File: config.mk
export PLATFORM = sky130hd
export DESIGN_NAME = pll_reset_sequencer
export DESIGN_NICKNAME = d
export VERILOG_FILES = /design/src/rtl/pll_reset_sequencer.sv
export SDC_FILE = /design/constraint.sdc
export NUM_CORES = 1
export LEC_CHECK = 0
export BUFFER_PORTS_ARGS = -buffer_cell sky130_fd_sc_hd__buf_2
export CAP_MARGIN = 30
export CORE_MARGIN = 3
export CORE_UTILIZATION = 50
export CTS_CLUSTER_SIZE = 24
export DETAILED_ROUTE_END_ITERATION = 12
export PLACE_DENSITY = 0.75
export SLEW_MARGIN = 20
export SYNTH_ARGS = -nofsm -noshare
export SYNTH_HDL_FRONTEND = slang
export SYNTH_SLANG_ARGS = --single-unit
File: constraint.sdc
create_clock -name clock -period 2.69 [get_ports clock]
set_input_delay 0.4035 -clock clock [delete_from_list [all_inputs] [get_ports clock]]
set_output_delay 0.4035 -clock clock [all_outputs]
set_load 0.02 [all_outputs]
File: src/rtl/pll_reset_sequencer.sv
// PLL lock qualification and staged reset release.
// Stretches lock, checks clock frequency against ref_tick, then releases resets in order.
module pll_reset_sequencer #(
    parameter int STRETCH_CYCLES  = 1024,
    parameter int STAGE_GAP       = 16,
    parameter int NUM_STAGES      = 3,
    parameter int EXPECTED_PERIOD = 100,
    parameter int TOLERANCE       = 2,
    parameter int PASSES          = 4
) (
    input  logic                  clock,
    input  logic                  reset,
    input  logic                  pll_unlocked,
    input  logic                  ref_tick,
    output logic [NUM_STAGES-1:0] rst_stage,
    output logic                  ready,
    output logic [7:0]            lock_loss_count,
    output logic                  freq_fault,
    output logic [15:0]           last_period
);

    localparam int SW = $clog2(STRETCH_CYCLES + 1);
    localparam int GW = $clog2(STAGE_GAP + 1);
    localparam int PW = $clog2(PASSES + 1);
    localparam logic [15:0] PERIOD_LO = 16'(EXPECTED_PERIOD - TOLERANCE);
    localparam logic [15:0] PERIOD_HI = 16'(EXPECTED_PERIOD + TOLERANCE);

    typedef enum logic [2:0] {
        HOLD,
        STRETCH,
        FREQ_CHECK,
        RELEASE,
        RUN
    } state_t;

    state_t                  state;
    logic [SW-1:0]           stretch_cnt;
    logic [PW-1:0]           pass_cnt;
    logic [GW-1:0]           gap_cnt;
    logic [3:0]              stage_idx;
    logic [15:0]             period_cnt;
    logic                    armed;

    logic                    win_close;
    logic                    in_tol;
    logic                    bad_win;
    logic [7:0]              llc_inc;
    logic [NUM_STAGES-1:0]   keep_mask;
    logic [NUM_STAGES-1:0]   first_mask;

    // A window closes on a tick or when the counter pins at its ceiling.
    assign win_close = (state != HOLD) && armed &&
                       (ref_tick || (period_cnt == 16'hFFFF));
    assign in_tol    = (period_cnt >= PERIOD_LO) && (period_cnt <= PERIOD_HI);
    assign bad_win   = win_close && !in_tol;
    assign llc_inc   = (lock_loss_count == 8'hFF) ? lock_loss_count
                                                  : lock_loss_count + 8'd1;

    always_comb begin
        keep_mask  = '0;
        first_mask = '0;
        for (int i = 0; i < NUM_STAGES; i++) begin
            keep_mask[i]  = (4'(i) > stage_idx);
            first_mask[i] = (i != 0);
        end
    end

    always_ff @(posedge clock) begin
        if (reset) begin
            state           <= HOLD;
            stretch_cnt     <= '0;
            pass_cnt        <= '0;
            gap_cnt         <= '0;
            stage_idx       <= '0;
            period_cnt      <= '0;
            armed           <= 1'b0;
            rst_stage       <= '1;
            ready           <= 1'b0;
            lock_loss_count <= '0;
            freq_fault      <= 1'b0;
            last_period     <= '0;
        end else begin
            // Counter holds cycles since the previous tick; the tick cycle itself restarts it at 1.
            if (state == HOLD) begin
                armed      <= 1'b0;
                period_cnt <= '0;
            end else if (ref_tick) begin
                armed      <= 1'b1;
                period_cnt <= 16'd1;
            end else if (armed && (period_cnt != 16'hFFFF)) begin
                period_cnt <= period_cnt + 16'd1;
            end

            if (win_close) begin
                last_period <= period_cnt;
            end

            unique case (state)
                HOLD: begin
                    rst_stage   <= '1;
                    ready       <= 1'b0;
                    stretch_cnt <= '0;
                    if (!pll_unlocked) begin
                        state <= STRETCH;
                    end
                end

                STRETCH: begin
                    if (pll_unlocked) begin
                        state       <= HOLD;
                        stretch_cnt <= '0;
                    end else if (stretch_cnt == SW'(STRETCH_CYCLES - 1)) begin
                        state    <= FREQ_CHECK;
                        pass_cnt <= '0;
                    end else begin
                        stretch_cnt <= stretch_cnt + 1'b1;
                    end
                end

                FREQ_CHECK: begin
                    if (pll_unlocked) begin
                        state <= HOLD;
                    end else if (win_close) begin
                        if (!in_tol) begin
                            pass_cnt <= '0;
                        end else if (pass_cnt == PW'(PASSES - 1)) begin
                            state     <= RELEASE;
                            rst_stage <= first_mask;
                            gap_cnt   <= '0;
                            stage_idx <= 4'd1;
                        end else begin
                            pass_cnt <= pass_cnt + 1'b1;
                        end
                    end
                end

                RELEASE: begin
                    if (pll_unlocked) begin
                        state           <= HOLD;
                        rst_stage       <= '1;
                        ready           <= 1'b0;
                        lock_loss_count <= llc_inc;
                    end else if (gap_cnt == GW'(STAGE_GAP - 1)) begin
                        gap_cnt <= '0;
                        if (stage_idx == 4'(NUM_STAGES)) begin
                            state <= RUN;
                            ready <= 1'b1;
                        end else begin
                            rst_stage <= rst_stage & keep_mask;
                            stage_idx <= stage_idx + 4'd1;
                        end
                    end else begin
                        gap_cnt <= gap_cnt + 1'b1;
                    end
                end

                RUN: begin
                    if (pll_unlocked || bad_win) begin
                        state     <= HOLD;
                        rst_stage <= '1;
                        ready     <= 1'b0;
                    end
                    if (pll_unlocked) begin
                        lock_loss_count <= llc_inc;
                    end
                    if (bad_win) begin
                        freq_fault <= 1'b1;
                    end
                end

                default: begin
                    state <= HOLD;
                end
            endcase
        end
    end

endmodule

* After elaboration in Yosys (flattened, before gate mapping) *
Index checks and enable logic that the tools add are counted.

operators by class
  add/sub/neg operators = 6
  magnitude comparators = 5
  equal/unequal tests = 31
  mux-type cells = 53
  bitwise gates (word level) = 2
  reduce and logical (&&, ||, !) cells = 28

operators with widths
  cell                     number
  $mux W3                  25
  $mux W5                  6
  $mux W4                  7
  $ne A3 B3 Y1 const B     9
  $reduce_and A8 Y1        3
  $mux W11                 2
  $ne A2 B2 Y1 const B     11
  $pmux W11 S2             1
  $add A16 B1 Y16 const B  1
  $eq A16 B16 Y1 const B   1
  $ge A16 B7 Y1 const B    1
  $le A16 B7 Y1 const B    1
  $ne A16 B16 Y1 const B   1
  $pmux W3 S5              1
  $pmux W3 S4              1
  $reduce_and A6 Y1        2
  $add A11 B1 Y11 const B  1
  $eq A11 B10 Y1 const B   1
  $pmux W5 S2              1
  $eq A3 B2 Y1 const B     3
  $add A8 B1 Y8 const B    1
  $eq A8 B8 Y1 const B     1
  $gt A1 B4 Y1 const A     2
  $pmux W4 S2              1
  other kinds (25)         41

word-level totals
  flip-flop bits (word level) = 72

* Longest topological paths before layout *
  word-level depth = 7
  gate-level depth with buffers = 8
  gate-level depth less buffers = 8

* Least setup slack after synthesis *
No wires, ideal clock.

  kind = register to register
  start = register period_cnt[1]
  end = register period_cnt[4]
  setup time = 0.128 ns
  arrival = 1.994 ns
  data required time = 2.562 ns
  setup slack = 0.568 ns
  stages on the path, launching flop included = 9
  buffers on the path = 1
  clock period less this slack = 2.122 ns
  cells stage by stage = dfxtp_1 > ha_1 > nand4_2 > or4_1 > and2_1 > clkbuf_1 > nand4_1 > xor2_1 > nor2_1

on the way
  cells in the longest elaborated chain, start to end = 2
  elaborated cells on any way between the ends = 3
  classes of those cells = add/sub: 1; eq/ne: 1; reduce/logical: 1

ends and longest elaborated chain
  what                                                                     RTL line  RTL
  from (decl)                                                              41        logic [15:0] period_cnt;
  from (signal assigned)                                                   91        period_cnt <= period_cnt + 16'd1;
  parallel branches: the longest is 2 deep, another holds $add A16 B1 Y16  --

Several ways; the timed one is not identified.
A chain may end at the register's enable or synchronous reset.

* Worst setup path in the final report *
  start = register period_cnt[1]
  end = register gap_cnt[2]

on the way
  cells in the longest elaborated chain, start to end = 5
  elaborated cells on any way between the ends = 9
  classes of those cells = order compare: 2; eq/ne: 3; reduce/logical: 4

ends and longest elaborated chain
  what                                                                   RTL line  RTL
  parallel branches: the longest is 4 deep, another holds $ge A16 B7 Y1  --
  $reduce_and A6 Y1 (no line) *                                          --
  to (signal assigned)                                                   153       gap_cnt <= gap_cnt + 1'b1;
  to (decl)                                                              39        logic [GW-1:0] gap_cnt;

Every way passes the cells marked *.

==> summary.md <==
| Metric | Value |
|---|---|
| CP max-delay cell | dfxtp_1 |
| Total wire length after detailed routing | between 7000 and 8000 um |
| Hold path start | ref_tick |
| Antenna-violating nets left | 0 |
| Post-Route Hold Slack | about 0.36 ns |
| Max-slew headroom | 0.512 |
| Met2 WL | around 3400 um |
| Reg2Reg Depth | 7 |
| Clk_skew | 0.0102 ns |
| Cts hold-fix bufs | 0 |
| DRC Markers | 0 |
| Ant diodes | 0 |
| GRT overflow | 0 |
| Number of synthesized flops with an enable pin | 0 |
| Clock tree root driver cell | clkbuf_8 |
| Vias | slightly below 3,000 |
| CTS tree | done |
| Unrepaired setup endpoints after global routing | false |
| Register area share after synthesis | 0.405 |
| Pre-Repair DR Iteration Count | 4 |
| Syn Std Cell Area | 3560 um2 |
| Dpl ws | slightly above 0.3 ns |
| WHS Path Cells | 2 |
| Worst endpoint data arrival time | approximately 2.6 ns |
| Worst-skew pair later-pin latency | about 0.35 ns |
| Clock transition at the registers of the reported paths | approximately 0.07 ns |
| Layout area overhead | 14.2% |
| Iteration-0 DRC Markers | approximately 170 |
| Filler Cell Count | roughly 600 |
| Crit share post-route | 0.892 |
| Die area | between 8000 and 9000 um2 |
| Post-CTS Setup Bufs | 0 |
| Pwr dens | 558 nW/um2 |
| Critical R2R Launch | period_cnt[1]$_SDFFE_PP0P_ |
| Met1 Routed Length | around 3500 um |
| Post-DP HPWL | 5290 um |
| Synth Register Bits | 72 |
| Die Y-Extent | roughly 90 um |
| Hold Path End | armed$_SDFFE_PP0P_ |
| Setup WS post-layout | 0.291 ns |
| Slew @ Worst Pin | a little over 0.7 ns |
| TritonCTS Buffers | 9 |
| Post-synth ARST share | 0 |
| Endpoint class of the critical path | flop |
| Worst reg2reg path endpoint | gap_cnt[2]$_SDFFE_PP0P_ |
| Critical Path Source Type | flop |
| Max Cap Violations | 0 |
| Slew Viols, Final | 0 |
| Deepest clock path buffer count | 2 |
| Largest net degree at the start of global routing | 34 |
| DIE WIDTH | roughly 90 um |
| Via/cell ratio | approximately 5.5 |
| Drt wl/cell | approximately 14 um |
| Setup TNS | 0 ns |
| PortBufs | 32 |
| Overall Global Routing Usage | 0.190 |
| CP Class | reg -> reg |
| HP Class | in -> reg |
| Final layout net count | between 400 and 500 |
| Largest delay share family, worst path | compound AO/OA/AOI/OAI gates |
| H-tree levels | 3 |
| Ys flop type | dfxtp_1 |
| Final Hold Violating Endpoints | 0 |
| Syn nets | approximately 420 |
| RePlAce Congestion | 0.873 |
| Avg Synthesized Cell Area | 8.72 um2 |
| Buf+Inv Stages, Crit Path | 0 |
| First-pass GRT wire length | about 13,000 um |
| IO Count | 33 |
| Register-to-register setup slack | slightly below 0.3 ns |
| Top sig layer | met4 |
| Met3 wire length | about 410 um |
| Cells along the critical path | ha_1, nand4_2, nor4_4, o2111ai_1, a21boi_2, o21ai_0, a31o_1 |
| Setup-failing EPs final | 0 |
| Clock sink count | 72 |
| Max Fclk | roughly 420 MHz |
| Max VDD drop | roughly 0.27 mV |
| Pleak | 1.61 nW |
| Status | completed |
| Initial core utilization | 0.521 |
| Yosys warning count | 0 |
| Data required, critical path | slightly below 3 ns |
| Antenna violations before repair | 0 |
| Slowest stage delay, CP | 0.50 ns |
| Row count | 30 |
| Synth Instances | around 410 |
| Vias in the first global route | around 2,900 |
| Distinct cells, synth | 63 |
| Fraction of layout cells with a size suffix above 1 | 0.161 |
| Core area | between 6000 and 7000 um2 |
| Post-CTS resize count | 0 |
| Critical path peak fanout | 7 |
| Minimum clock period | about 2.4 ns |
-- per-stage QoR --
| step | area [um2] | util | instances | power, mW |
|---|---|---|---|---|
| final | 4060 | 0.595 | 536 | 2.26 |
| after global routing | 4060 | 0.595 | 536 | 2.33 |
| after CTS | 4060 | 0.595 | 536 | 2.28 |
| after detailed placement | 3790 | 0.555 | 521 | 1.16 |
| after global placement | 3790 | 0.555 | 521 | 1.16 |
| after floorplan | 3560 | - | 408 | 1.14 |
-- registers in the layout, summed over array words and instances (netlist names) --
| name | flops |
|---|---|
| last_period | 16 |
| period_cnt | 16 |
| stretch_cnt | 11 |
| lock_loss_count | 8 |
| gap_cnt | 5 |
| stage_idx | 4 |
| pass_cnt | 3 |
| rst_stage | 3 |
| state | 3 |
| armed | 1 |
| freq_fault | 1 |
| ready | 1 |
-- worst reg2reg max path, delay by kind of cell, from the launching register on --
kind / cells / cell delay [ns]
fa+ha+maj: 1 / 0.31
simple gates: 2 / 0.56
flops: 1 / 0.50
compound gates: 4 / 0.92
-- routing by layer --
layer / track usage / vias up
li1: - / 1500
met1: 0.246 / 1373
met2: 0.306 / 68
met3: 0.0342 / 10
met4: 0.0893 / 0
met5: 0 / -
-- logic make-up (layout without fill, tap and decap cells) --
group / after synthesis / in the layout / synth area share
AOI/OAI and AO/OA: 64 / 64 / 0.123
buffers and inverters: 34 / 66 / 0.0405
adders and majority gates: 9 / 9 / 0.0317
xor gates and xnor gates: 25 / 25 / 0.0616
and+or+nand+nor: 185 / 185 / 0.284
DFF: 72 / 72 / 0.405
muxes: 19 / 19 / 0.0545
-- cells in the mapped netlist (2+ instances only) --
library cell  number  area share
a221o_1            2      0.0056
nand3_1           17       0.024
mux2_1             2      0.0063
nor4_4             2       0.012
o21ai_0           14       0.020
nor3b_1            3      0.0063
buf_1              2      0.0021
a311oi_1           3      0.0074
inv_1             11       0.012
a31oi_1            3      0.0053
a211oi_1           2      0.0042
nand2_1           24       0.025
and3_1             6       0.011
mux2i_1           16       0.045
nor2_1            70       0.074
and2_1             3      0.0053
nor4_1             7       0.012
or3_1             11       0.019
clkbuf_1          13       0.014
nand2b_1           2      0.0035
o22a_1             2      0.0049
nor2b_1            4      0.0070
dfxtp_1           72        0.41
o21a_1             3      0.0063
a21oi_1           19       0.027
buf_2              7      0.0098
xor2_1            14       0.034
ha_1               9       0.032
nor3_1            10       0.014
o221ai_1           2      0.0049
nand4_2            3       0.011
xnor2_1           11       0.027
nand4_1            9       0.016
-- how the worst max path moves through the flow --
stage	start	to	slack [ns]	cells after the start
after floorplan	period_cnt[1]$_SDFFE_PP0P_	period_cnt[4]$_SDFFE_PP0P_	0.57	8
after global placement	period_cnt[1]$_SDFFE_PP0P_	gap_cnt[2]$_SDFFE_PP0P_	0.41	7
after detailed placement	period_cnt[1]$_SDFFE_PP0P_	gap_cnt[2]$_SDFFE_PP0P_	0.31	7
after CTS	period_cnt[1]$_SDFFE_PP0P_	gap_cnt[2]$_SDFFE_PP0P_	0.30	7
after global routing	period_cnt[1]$_SDFFE_PP0P_	gap_cnt[2]$_SDFFE_PP0P_	0.09	7
final	period_cnt[1]$_SDFFE_PP0P_	gap_cnt[2]$_SDFFE_PP0P_	0.29	7
-- final cells by class --
cell class / count / area [um2] / area share
Timing Repair Buffer: 40 / 220 / 0.0542
Sequential cell: 72 / 1440 / 0.355
Clock buffer: 10 / 138 / 0.0339
Clock inverter: 5 / 129 / 0.0317
Multi-Input combinational cell: 302 / 1970 / 0.486
Inverter: 11 / 41.3 / 0.0102
Tap cell: 96 / 120 / 0.0296
-- cells in the final DEF, fill, tap and decap left out, drive strengths merged, types with 2 or more instances in the layout --
cell,n
a21oi,19
mux2,3
and2,3
nor3,10
nand3,17
nor2b,4
bufinv,4
and3,6
a221o,2
nand2,24
o221ai,2
dfxtp,72
nand4,12
a21boi,2
o22a,2
xnor2,11
xor2,14
nand2b,2
nor4,10
inv,11
or3,11
o211ai,2
a311oi,3
clkbuf,10
o21a,3
nor2,70
a211oi,2
a31oi,3
ha,9
mux2i,16
buf,40
o21ai,15
nor3b,4
nor4bb,2
-- power by group --
group          switching (mW)  internal (mW)  total, mW  leakage (nW)
Clock                   0.400          0.732       1.13         0.133
Combinational          0.0413         0.0185     0.0598         0.895
Sequential            0.00419           1.07       1.07         0.580
(Power assumes the default switching activity.)
